[src/rtl/bcd_accum_ctrl_pkg.sv]
// Shared types and constants for the BCD-to-binary accumulator controller.
package bcd_accum_ctrl_pkg;

  typedef enum logic [2:0] {
    IDLE,
    WAIT_DIGIT,
    MUL,
    ADD,
    DONE
  } state_e;

  localparam int W_DEFAULT = 13;
  localparam int BCD_MAX   = 9;

  // Largest accumulator value whose x10 product still fits in w bits.
  function automatic int mul_limit(input int w);
    return ((1 << w) - 1) / 10;
  endfunction

  localparam int MUL_LIMIT = mul_limit(W_DEFAULT);

endpackage

[src/rtl/bcd_accum_ctrl_x10.sv]
// Combinational multiply-by-ten datapath: (x << 3) + (x << 1), truncated to W bits.
module bcd_accum_ctrl_x10
  import bcd_accum_ctrl_pkg::*;
#(
  parameter int W = W_DEFAULT
) (
  input  logic [W-1:0] i_x,
  output logic [W-1:0] o_y
);

  assign o_y = (i_x << 3) + (i_x << 1);

endmodule

[src/rtl/bcd_accum_ctrl.sv]
// Serial BCD-to-binary converter: accepts NUM_DIGITS digits MSD first and
// accumulates acc*10+digit, flagging overflow and invalid digits.
module bcd_accum_ctrl
  import bcd_accum_ctrl_pkg::*;
#(
  parameter int NUM_DIGITS = 4,
  parameter int W          = W_DEFAULT
) (
  input  logic         clk,
  input  logic         rst,
  input  logic         start,
  input  logic [3:0]   digit_in,
  input  logic         digit_valid,
  output logic         digit_ready,
  output logic [W-1:0] value,
  output logic         busy,
  output logic         done,
  output logic         overflow,
  output logic         bad_digit
);

  localparam logic [W-1:0] LIMIT      = W'(mul_limit(W));
  localparam logic [2:0]   LAST_COUNT = 3'(NUM_DIGITS);

  state_e       r_state;
  state_e       w_next;
  logic [W-1:0] r_acc;
  logic [W-1:0] r_prod;
  logic [3:0]   r_digit;
  logic [2:0]   r_count;
  logic         r_ovf;
  logic         r_bad;
  logic [W-1:0] w_prod;
  logic [W:0]   w_sum;
  logic [2:0]   w_count_inc;
  logic         w_take;
  logic         w_digit_bad;

  bcd_accum_ctrl_x10 #(.W(W)) u_x10 (
    .i_x (r_acc),
    .o_y (w_prod)
  );

  assign w_take      = (r_state == WAIT_DIGIT) && digit_valid;
  assign w_digit_bad = digit_in > 4'(BCD_MAX);
  assign w_sum       = {1'b0, r_prod} + (W+1)'(r_digit);
  assign w_count_inc = r_count + 3'd1;

  // NOTE: sequential state uses non-blocking assignments so every register
  // samples pre-edge values regardless of process ordering.
  always_ff @(posedge clk) begin
    if (rst) r_state <= IDLE;
    else     r_state <= w_next;
  end

  // NOTE: the default assignment before the case keeps this combinational
  // block from inferring a latch on any unlisted path.
  always_comb begin
    w_next = r_state;
    unique case (r_state)
      IDLE:       if (start) w_next = WAIT_DIGIT;
      WAIT_DIGIT: if (w_take) w_next = w_digit_bad ? DONE : MUL;
      MUL:        w_next = ADD;
      ADD:        w_next = (w_count_inc == LAST_COUNT) ? DONE : WAIT_DIGIT;
      DONE:       w_next = IDLE;
      default:    w_next = IDLE;
    endcase
  end

  always_comb begin
    digit_ready = 1'b0;
    busy        = 1'b1;
    done        = 1'b0;
    unique case (r_state)
      IDLE:       busy        = 1'b0;
      WAIT_DIGIT: digit_ready = 1'b1;
      DONE:       done        = 1'b1;
      default:    ;
    endcase
  end

  // NOTE: datapath registers are reset as well, so value and both flags
  // read zero immediately after rst rather than holding stale results.
  always_ff @(posedge clk) begin
    if (rst) begin
      r_acc   <= '0;
      r_prod  <= '0;
      r_digit <= '0;
      r_count <= '0;
      r_ovf   <= 1'b0;
      r_bad   <= 1'b0;
    end else begin
      unique case (r_state)
        IDLE: begin
          if (start) begin
            r_acc   <= '0;
            r_count <= '0;
            r_ovf   <= 1'b0;
            r_bad   <= 1'b0;
          end
        end
        WAIT_DIGIT: begin
          if (w_take) begin
            if (w_digit_bad) r_bad   <= 1'b1;
            else             r_digit <= digit_in;
          end
        end
        MUL: begin
          r_prod <= w_prod;
          if (r_acc > LIMIT) r_ovf <= 1'b1;
        end
        ADD: begin
          r_acc   <= w_sum[W-1:0];
          r_count <= w_count_inc;
          if (w_sum[W]) r_ovf <= 1'b1;
        end
        default: ;
      endcase
    end
  end

  assign value     = r_acc;
  assign overflow  = r_ovf;
  assign bad_digit = r_bad;

endmodule

[config.mk]
export PLATFORM = sky130hd
export DESIGN_NAME = bcd_accum_ctrl
export DESIGN_NICKNAME = d
export VERILOG_FILES = /design/src/rtl/bcd_accum_ctrl_pkg.sv /design/src/rtl/bcd_accum_ctrl_x10.sv /design/src/rtl/bcd_accum_ctrl.sv
export SDC_FILE = /design/constraint.sdc
export NUM_CORES = 1
export LEC_CHECK = 0
export ABC_AREA = 1
export ABC_CLOCK_PERIOD_IN_PS = 2500
export BUFFER_PORTS_ARGS = -buffer_cell sky130_fd_sc_hd__clkbuf_2
export CAP_MARGIN = 20
export CORE_MARGIN = 4
export CORE_UTILIZATION = 45
export DETAILED_ROUTE_END_ITERATION = 7
export GPL_TIMING_DRIVEN = 0
export PLACE_DENSITY = 0.7
export SLEW_MARGIN = 0
export SYNTH_ARGS = -nofsm -noshare
export SYNTH_HDL_FRONTEND = slang
export SYNTH_SLANG_ARGS = --single-unit
[constraint.sdc]
create_clock -name clk -period 2.5 [get_ports clk]
set_input_delay 0.375 -clock clk [delete_from_list [all_inputs] [get_ports clk]]
set_output_delay 0.375 -clock clk [all_outputs]
set_load 0.01 [all_outputs]
Word-level counts from Yosys, hierarchy flattened. Index checks and enable logic that the tools add are counted.

Add/sub/neg operators: 3. Equal/unequal tests: 10. Reductions and logical operators: 10. Multiplexer cells: 19. Bitwise gates (word level): 1. Order comparisons: 2.

Operator list (count): 13-bit case mux with 2 select lines (1); 3-bit two-way mux (5); 13-bit by 4-bit adder with 14-bit output (1); 13-bit adder (1); 13-bit by 10-bit greater-than comparator with 1-bit output (second input constant) (1); 13-bit two-way mux (1); 3-bit case mux with 4 select lines (1); 2-bit != test (second input constant) (5); 1-bit two-way mux (8); 4-bit AND reduction (2); 3-bit by 2-bit equality test with 1-bit output (second input constant) (2); 3-bit equality test (second input constant) (2); 3-bit case mux with 2 select lines (1); 4-bit greater-than comparator (second input constant) (1); 2-bit AND reduction (2); 2-bit nonzero test (2); 3-bit by 1-bit adder with 3-bit output (second input constant) (1); 3-bit by 1-bit equality test with 1-bit output (second input constant) (1); 3-bit zero test (1); 1-bit case mux with 3 select lines (1); 3-bit AND reduction (1); 3-bit nonzero test (1); 1-bit case mux with 2 select lines (1); 1-bit logical AND (1); 1-bit inverter (1).

Input port bits: 8. Register bits after elaboration: 38. Logic and storage cells: 52.

Longest topological paths before layout. Gate-level depths: netlist of run 1.

Depth in word-level cells: 4. Gate-level depth with buffers: 11.

Modules after synthesis. A second synthesis of run 1 with hierarchy kept.

Cell total of the unflattened synthesis: 360. Area total of the unflattened synthesis: 2397.3 um^2.

By module, submodules not included: bcd_accum_ctrl (times used 1, sequential area each 760.7 um^2, cells each 271, area each 1901.8 um^2); bcd_accum_ctrl_x10 (times used 1, sequential area each 0.0 um^2, cells each 89, area each 495.5 um^2).

Worst setup path after synthesis of run 1. No wires, ideal clock.

Kind: reg-to-reg. Start point: register r_acc[2], in the netlist value[2]. End point: register r_prod[11]. Cell stages (with the launch flop): 10. Arrival time: 1.695 ns. Path slack: 0.696 ns. Buffers on the path: 0. Cells stage by stage: dfxtp_1 > ha_1 > inv_1 > fa_1 > o21ai_0 > nand2_1 > nand3_1 > nand3_1 > nand2_1 > inv_1.

Cells in the longest elaborated chain, start to end: 1.

RTL lines: start: declaration (RTL line bcd_accum_ctrl.sv:27) `logic [W-1:0] r_acc;`; start signal: assignment (RTL line bcd_accum_ctrl.sv:113) `r_acc <= w_sum[W-1:0];`; 13-bit adder (RTL line bcd_accum_ctrl_x10.sv:11) `assign o_y = (i_x << 3) + (i_x << 1);`; end signal: assignment (RTL line bcd_accum_ctrl.sv:109) `r_prod <= w_prod;`; end: declaration (RTL line bcd_accum_ctrl.sv:28) `logic [W-1:0] r_prod;`.

Every way passes these cells. A chain may end at the register's enable or synchronous reset.

Worst setup path after layout of run 1.
Start point: register r_acc[2], in the netlist value[2]. End point: register r_prod[9].

Same word-level chain as after synthesis.

==> impl_results.md, run 1 <==
- Gate Count Post-Synth: 338
- Unrepaired setup endpoints after global routing: no
- Post-route cell area: 2590 um2
- Category of the most critical setup path: flip-flop to flip-flop
- Design Power: 1.46 mW
- Number of buffers added by the clock tree synthesis step: 5
- Yosys synthesis warning count: 0
- Worst endpoint required time: 2700 ps
- Sink count of the clock tree: 37
- Total vias in the final route: 2197
- Master of the slowest instance on the critical path: sky130_fd_sc_hd__dfxtp_1
- Combined global-route utilization of all metal layers: 19.1%
- Diodes inserted: 0
- Max stage delay on crit path: 420 ps
- Via density per instance: 5.03
- Share of the clock period used by the worst path after layout: 83.7%
- GR Overflow Total: 0
- Crit. End Element: flip-flop
- # IOs: 26
- Worst clock skew on the final layout: 9.39 ps
- Worst-case setup slack after placement: 399 ps
- Area growth from synthesis to layout: 15.0%
- Clk Tree Root Cell: sky130_fd_sc_hd__clkbuf_8
- Post-layout net count: 393
- Max-slew headroom: 66.0%
- Setup TNS: 0 ps
- Buffers inserted during post-CTS setup optimization: 0
- VDD IR-drop max: 0.000332 V
- Power per Cell Area: 564 nW/um2
- Fraction of layout cells with a size suffix above 1: 14.3%
- Status: completed
- Final worst slack: 408 ps
- Width of the die: 78.8 um
- Skew-Pair Late Insertion Delay: 300 ps
- Starting density of the core: 47.1%
- Yosys cell types: 29
- Leakage power figure: 1.21 nW
- Largest net degree at the start of global routing: 13
- Final-report max-slew violation count: 0
- Crit-path leading delay family: adder cells
- Die Footprint: 6210 um2
- Post-cts repair resize count: 0
- Routed len/inst: 12.8 um
- Iter 0 DRT Violations: 185
- Mean post-synth cell area: 6.67 um2
- Core ar.: 4790 um2
- Final estimated routing congestion in global placement: 0.961
- First-pass GRT wire length: 9330 um
- Placement Rows: 25
- Achievable Freq: 0.478 GHz
- Drt pass-1 iters: 5
- Dpl hpwl: 4260 um
- Final-report hold violation count: 0
- CP max FO: 5
- Critical path data arrival time: 2290 ps
- Hold Buf Count CTS: 0
- I/O Buffers: 24
- DRC errors left: 0
- Count of nets left with antenna violations after detail routing: 0
- Maximum buffer depth of the clock tree: 2
- Routed Wire Length: 5600 um
- Synth Net Count: 362
- Nature of the critical path startpoint: flip-flop
- Clock tree from TritonCTS: built
- #FFs+latches synth: 37
- Via count of the first global-routing pass: 2033
- Post-Syn Area: 2250 um2
- H-tree depth: 2
- Proportion of synthesized chip area in sequential cells: 32.9%
- Class of the tightest hold or removal check: input port to flip-flop
- Number of max-cap violations: 0
- Clock edge transition at the registers on the reported setup and hold paths: 80 ps
- Initial antenna violation count: 0
- Number of buffers and inverters on the critical path: 2
- Crit path time final: 2090 ps
- Cell chain of the critical path: ha_1 > inv_1 > fa_1 > o21ai_0 > nand2_1 > nand3_1 > nand3_1 > nand2_1 > inv_1
- Least-Margin Pin Slew: 509 ps
- Smallest hold slack: 311 ps
- Chip height: 78.8 um
- Final setup violation count: 0
- Post-Place Cell Area: 2460 um2
-- report_power, final --
group          internal [mW]  switching (mW)
clock network          0.396           0.224
registers              0.619          0.0270
logic                 0.0693           0.126
total                   1.08           0.377
-- per-layer routing --
layer	part of all wire [%]	vias up	global-route usage [%]
met3	4.3	11	3.40
met5	0	-	0
met2	45	45	31.5
met4	1.7	0	7.87
met1	49	990	24.5
li1	-	1151	-
-- cells in the mapped netlist, drive strengths merged --
library cell / number / area share (%)
nand2: 88 / 15
inv: 44 / 7.4
a21oi: 42 / 9.3
dfxtp: 37 / 33
nor2: 35 / 6.2
nand3: 24 / 5.3
o21ai: 21 / 4.7
ha: 14 / 7.8
buf: 7 / 2.4
nand4: 5 / 1.4
xor2: 4 / 1.6
clkbuf: 3 / 0.50
nor3: 3 / 0.89
fa: 2 / 1.8
or2: 2 / 0.55
a211oi: 1 / 0.33
a31oi: 1 / 0.28
nand3b: 1 / 0.33
o21a: 1 / 0.33
o21bai: 1 / 0.33
o22ai: 1 / 0.28
xnor2: 1 / 0.39
-- area by class of cell --
cell class                      count  area, um2
Sequential cell                    37        741
Timing Repair Buffer               24        120
Buffer                             10       66.3
Fill cell                         486       2190
Clock inverter                      3       65.1
Tap cell                           67       83.8
Multi-Input combinational cell    247       1280
Clock buffer                        5       68.8
Inverter                           44        168
-- worst min-delay path: cells and delay by family --
| kind | cells | cell delay (ps) |
|---|---|---|
| buf+inv | 1 | 80 |
| simple gates | 2 | 120 |
-- placed cells by master (no fill, tap or decap) --
cell type                   netlist  routed
sky130_fd_sc_hd__a211oi_1         1       1
sky130_fd_sc_hd__bufinv_16        0       2
sky130_fd_sc_hd__nand3_1         24      24
sky130_fd_sc_hd__nand3b_1         1       1
sky130_fd_sc_hd__clkbuf_2         0      24
sky130_fd_sc_hd__or2_2            2       2
sky130_fd_sc_hd__buf_4            3       3
sky130_fd_sc_hd__fa_1             2       2
sky130_fd_sc_hd__a31oi_1          1       1
sky130_fd_sc_hd__xor2_1           4       4
sky130_fd_sc_hd__a21oi_1         42      42
sky130_fd_sc_hd__nor3_1           2       2
sky130_fd_sc_hd__inv_4            1       1
sky130_fd_sc_hd__nor2_2           3       3
sky130_fd_sc_hd__buf_2            2       2
sky130_fd_sc_hd__xnor2_1          1       1
sky130_fd_sc_hd__clkbuf_1         3       3
sky130_fd_sc_hd__nor2_1          32      32
sky130_fd_sc_hd__buf_6            2       2
sky130_fd_sc_hd__dfxtp_1         37      37
sky130_fd_sc_hd__nor3_2           1       1
sky130_fd_sc_hd__clkinv_2         0       1
sky130_fd_sc_hd__nand4_1          5       5
sky130_fd_sc_hd__o21a_1           1       1
sky130_fd_sc_hd__clkbuf_8         0       5
sky130_fd_sc_hd__nand2_1         84      84
sky130_fd_sc_hd__nand2_2          4       4
sky130_fd_sc_hd__ha_1            14      14
sky130_fd_sc_hd__o21bai_1         1       1
sky130_fd_sc_hd__inv_2            3       3
sky130_fd_sc_hd__inv_1           40      40
sky130_fd_sc_hd__o21ai_0         21      21
sky130_fd_sc_hd__o22ai_1          1       1
-- final timing paths --
| kind | depth (start not counted) | slack (ps) | endpoint | startpoint |
|---|---|---|---|---|
| setup / recovery | 9 | 410 | r_prod[9] | value[2] |
| setup reg to reg | 9 | 410 | r_prod[9] | value[2] |
| hold reg to reg | 2 | 450 | overflow | overflow |
| hold / removal | 3 | 310 | r_digit[0] | digit_in[0] |
-- flip-flops by register name, summed over array words and instances, names as in the netlist --
| name | cells |
|---|---|
| r_count | 3 |
| r_digit | 4 |
| r_state | 3 |
| bad_digit | 1 |
| r_prod | 12 |
| overflow | 1 |
| value | 13 |
-- per-stage QoR --
| stage | util [%] | instances |
|---|---|---|
| 2_1_floorplan | - | 338 |
| 3_3_place_gp | 51.4 | 429 |
| 3_5_place_dp | 51.4 | 429 |
| 4_1_cts | 54.2 | 437 |
| 5_1_grt | 54.2 | 437 |
| 6_report | 54.2 | 437 |
-- cells by family after synthesis --
kind of cell / after synthesis / synth area share, %
AND/OR/NAND/NOR: 158 / 29.7
AO/OA/AOI/OAI: 68 / 15.5
buffers and inverters: 54 / 10.4
flip-flops: 37 / 32.9
adder cells (fa/ha/maj): 16 / 9.55
XOR/XNOR: 5 / 1.94
No activity file was read; power rests on OpenSTA's default activity.
==> run 2, diff against run 1 <==
Settings changed: ABC_CLOCK_PERIOD_IN_PS 2500 to 1900, PLACE_DENSITY 0.7 to 0.73.
Clock period 2.5 ns to 1.9 ns, I/O delays scaled along.
==> run 2 against run 1 <==
Sequential share of layout area up 0.083 points. First-iteration DRC count down 3.2%. Total power up 23%. Sequential cell count unchanged. Sequential power up 31%. Maximum frequency up 17%. Worst setup slack worse by 300 ps. Wire length down 3.1%. Via count up 1.9%. Worst hold slack worse by 91 ps. Global-route usage down 0.58 points. Clock skew down 3.7 ps. Critical endpoint is now r_prod[7].
==> impl_results.md, run 2 (same netlist as run 1, synthesis figures left out) <==
- Number of stages on the worst setup path: 8 (was 9)
- Crit-path leading delay family: adder cells (unchanged)
- Leakage power figure: 1.20 nW (was 1.21 nW)
- # IOs: 26 (unchanged)
- Share of the clock period used by the worst path after layout: 94.2% (was 83.7%)
- Worst clock skew on the final layout: 5.66 ps (was 9.39 ps)
- Combined global-route utilization of all metal layers: 18.5% (was 19.1%)
- Class of the tightest hold or removal check: input port to flip-flop (unchanged)
- Post-layout net count: 394 (was 393)
- Initial antenna violation count: 0 (unchanged)
- DRC errors left: 0 (unchanged)
- Category of the most critical setup path: flip-flop to flip-flop (unchanged)
- Worst reg2reg path depth: 8 (was 9)
- Core ar.: 4790 um2 (unchanged)
- Most common library cell in the layout ignoring fill and taps: sky130_fd_sc_hd__nand2_1 (unchanged)
- Crit. End Element: flip-flop (unchanged)
- Crit path time final: 1790 ps (was 2090 ps)
- Width of the die: 78.8 um (unchanged)
- Starting density of the core: 47.1% (unchanged)
- Cell depth of the worst min-delay path: 3 (unchanged)
- CP max FO: 5 (unchanged)
- Number of max-cap violations: 0 (unchanged)
- Routed Wire Length: 5430 um (was 5600 um)
- Diodes inserted: 0 (unchanged)
- Most frequent cells in the layout: sky130_fd_sc_hd__nand2_1, sky130_fd_sc_hd__a21oi_1, sky130_fd_sc_hd__inv_1, sky130_fd_sc_hd__dfxtp_1, sky130_fd_sc_hd__nor2_1 (unchanged)
- I/O Buffers: 24 (unchanged)
- Finished Layout Cells: 438 (was 437)
- Placement Rows: 25 (unchanged)
- Clock edge transition at the registers on the reported setup and hold paths: 80 ps (about the same)
- Maximum buffer depth of the clock tree: 2 (unchanged)
- Final estimated routing congestion in global placement: 0.918 (was 0.961)
- Largest net degree at the start of global routing: 14 (was 13)
- Status: completed (unchanged)
- VDD IR-drop max: 0.000412 V (was 0.000332 V)
- H-tree depth: 2 (unchanged)
- Number of buffers added by the clock tree synthesis step: 5 (unchanged)
- Number of flip-flops in the largest register: 13 (unchanged)
- Number of buffers and inverters on the critical path: 3 (was 2)
- Final setup violation count: 0 (unchanged)
- GR Overflow Total: 0 (unchanged)
- Least-Margin Pin Slew: 530 ps (was 509 ps)
- Fillers: 476 (was 486)
- Fraction of layout cells with a size suffix above 1: 15.9% (was 14.3%)
- Cell count after placement: 429 (unchanged)
- Skew-Pair Late Insertion Delay: 290 ps (was 300 ps)
- Iter 0 DRT Violations: 179 (was 185)
- Final-report hold violation count: 0 (unchanged)
- Clk Tree Root Cell: sky130_fd_sc_hd__clkbuf_8 (unchanged)
- Area growth from synthesis to layout: 15.0% (about the same)
- Worst endpoint required time: 2140 ps (was 2700 ps)
- Cell chain of the critical path: ha_2 > inv_1 > fa_1 > o21ai_2 > buf_4 > xor2_1 > o21ai_0 > inv_1 (was ha_1 > inv_1 > fa_1 > o21ai_0 > nand2_1 > nand3_1 > nand3_1 > nand2_1 > inv_1)
- Footprint of the flip-flops and latches: 743 um2 (was 741 um2)
- Chip height: 78.8 um (unchanged)
- Count of nets left with antenna violations after detail routing: 0 (unchanged)
- Drt pass-1 iters: 4 (was 5)
- Unrepaired setup endpoints after global routing: no (unchanged)
- Final-report max-slew violation count: 0 (unchanged)
- Achievable Freq: 0.559 GHz (was 0.478 GHz)
- Via density per instance: 5.11 (was 5.03)
- Cell mode on critical path: sky130_fd_sc_hd__inv_1
- Max-slew headroom: 64.7% (was 66.0%)
- Die Footprint: 6210 um2 (unchanged)
- Dpl hpwl: 4230 um (was 4260 um)
- Nature of the critical path startpoint: flip-flop (unchanged)
- Final worst slack: 110 ps (was 408 ps)
- First-pass GRT wire length: 9200 um (was 9330 um)
- Clock tree from TritonCTS: built (unchanged)
- Routed len/inst: 12.4 um (was 12.8 um)
- Master of the slowest instance on the critical path: sky130_fd_sc_hd__fa_1 (was sky130_fd_sc_hd__dfxtp_1)
- Total vias in the final route: 2238 (was 2197)
- Critical path data arrival time: 2030 ps (was 2290 ps)
- Sink count of the clock tree: 37 (unchanged)
- Power per Cell Area: 693 nW/um2 (was 564 nW/um2)
- Multi-input combinational cell area: 1290 um2 (was 1280 um2)
- Max stage delay on crit path: 420 ps (about the same)
- Via count of the first global-routing pass: 2094 (was 2033)
- Worst-case setup slack after placement: -143 ps (was 399 ps)
[run 2: path summary, 6_finish.rpt]
check	startpoint	endpoint	slack, ps
min	digit_in[0]	r_digit[0]	220
max	value[2]	r_prod[7]	110
min reg2reg	bad_digit	bad_digit	450
max reg2reg	value[2]	r_prod[7]	110
[run 2: worst register-to-register path: stages (launching register included)]
cell and delay [ps]:
sky130_fd_sc_hd__dfxtp_2 380, sky130_fd_sc_hd__ha_2 220, sky130_fd_sc_hd__inv_1 60, sky130_fd_sc_hd__fa_1 420
sky130_fd_sc_hd__o21ai_2 200, sky130_fd_sc_hd__buf_4 140, sky130_fd_sc_hd__xor2_1 170, sky130_fd_sc_hd__o21ai_0 90
sky130_fd_sc_hd__inv_1 60
[run 2: area by class of cell]
type,instances,share of cell area (%)
Buffer,10,2.56
Tap cell,67,3.23
Multi-Input combinational cell,247,49.7
Timing Repair Buffer,25,4.92
Inverter,44,6.46
Clock inverter,3,1.78
Clock buffer,5,2.65
Sequential cell,37,28.7
[run 2: metrics by stage]
step	setup TNS, ps	hold slack (ps)	power [mW]	area, um2	utilization, %
5_1_grt	0	247	1.89	2590	54.2
4_1_cts	0	220	1.82	2580	53.9
6_report	0	220	1.80	2590	54.2
3_3_place_gp	-380	439	1.12	2460	51.4
3_5_place_dp	-361	444	1.12	2460	51.4
2_1_floorplan	0	420	1.05	2250	-
[run 2: repair_timing]
| item | in CTS | in global routing |
|---|---|---|
| setup buffers | 0 | 1 |
| pin swaps | 0 | 1 |
| hold buffers | 0 | 0 |
| setup endpoints to repair | 3 | 4 |
| resized for setup | 2 | 4 |
| cloned | 0 | 0 |
[run 2: power by group]
part           internal, mW  switching (mW)  total (mW)  leakage (nW)
clock network         0.393           0.301       0.694        0.0543
registers             0.814          0.0358       0.849         0.301
logic                0.0912           0.164       0.255         0.847
total                  1.30           0.501        1.80          1.20
[run 2: metal layers]
metal  global-route usage (%)  share of wire, %
met5                        0                 0
met4                     6.64               1.5
met3                     3.51               4.7
met2                     30.2                47
met1                     24.3                47
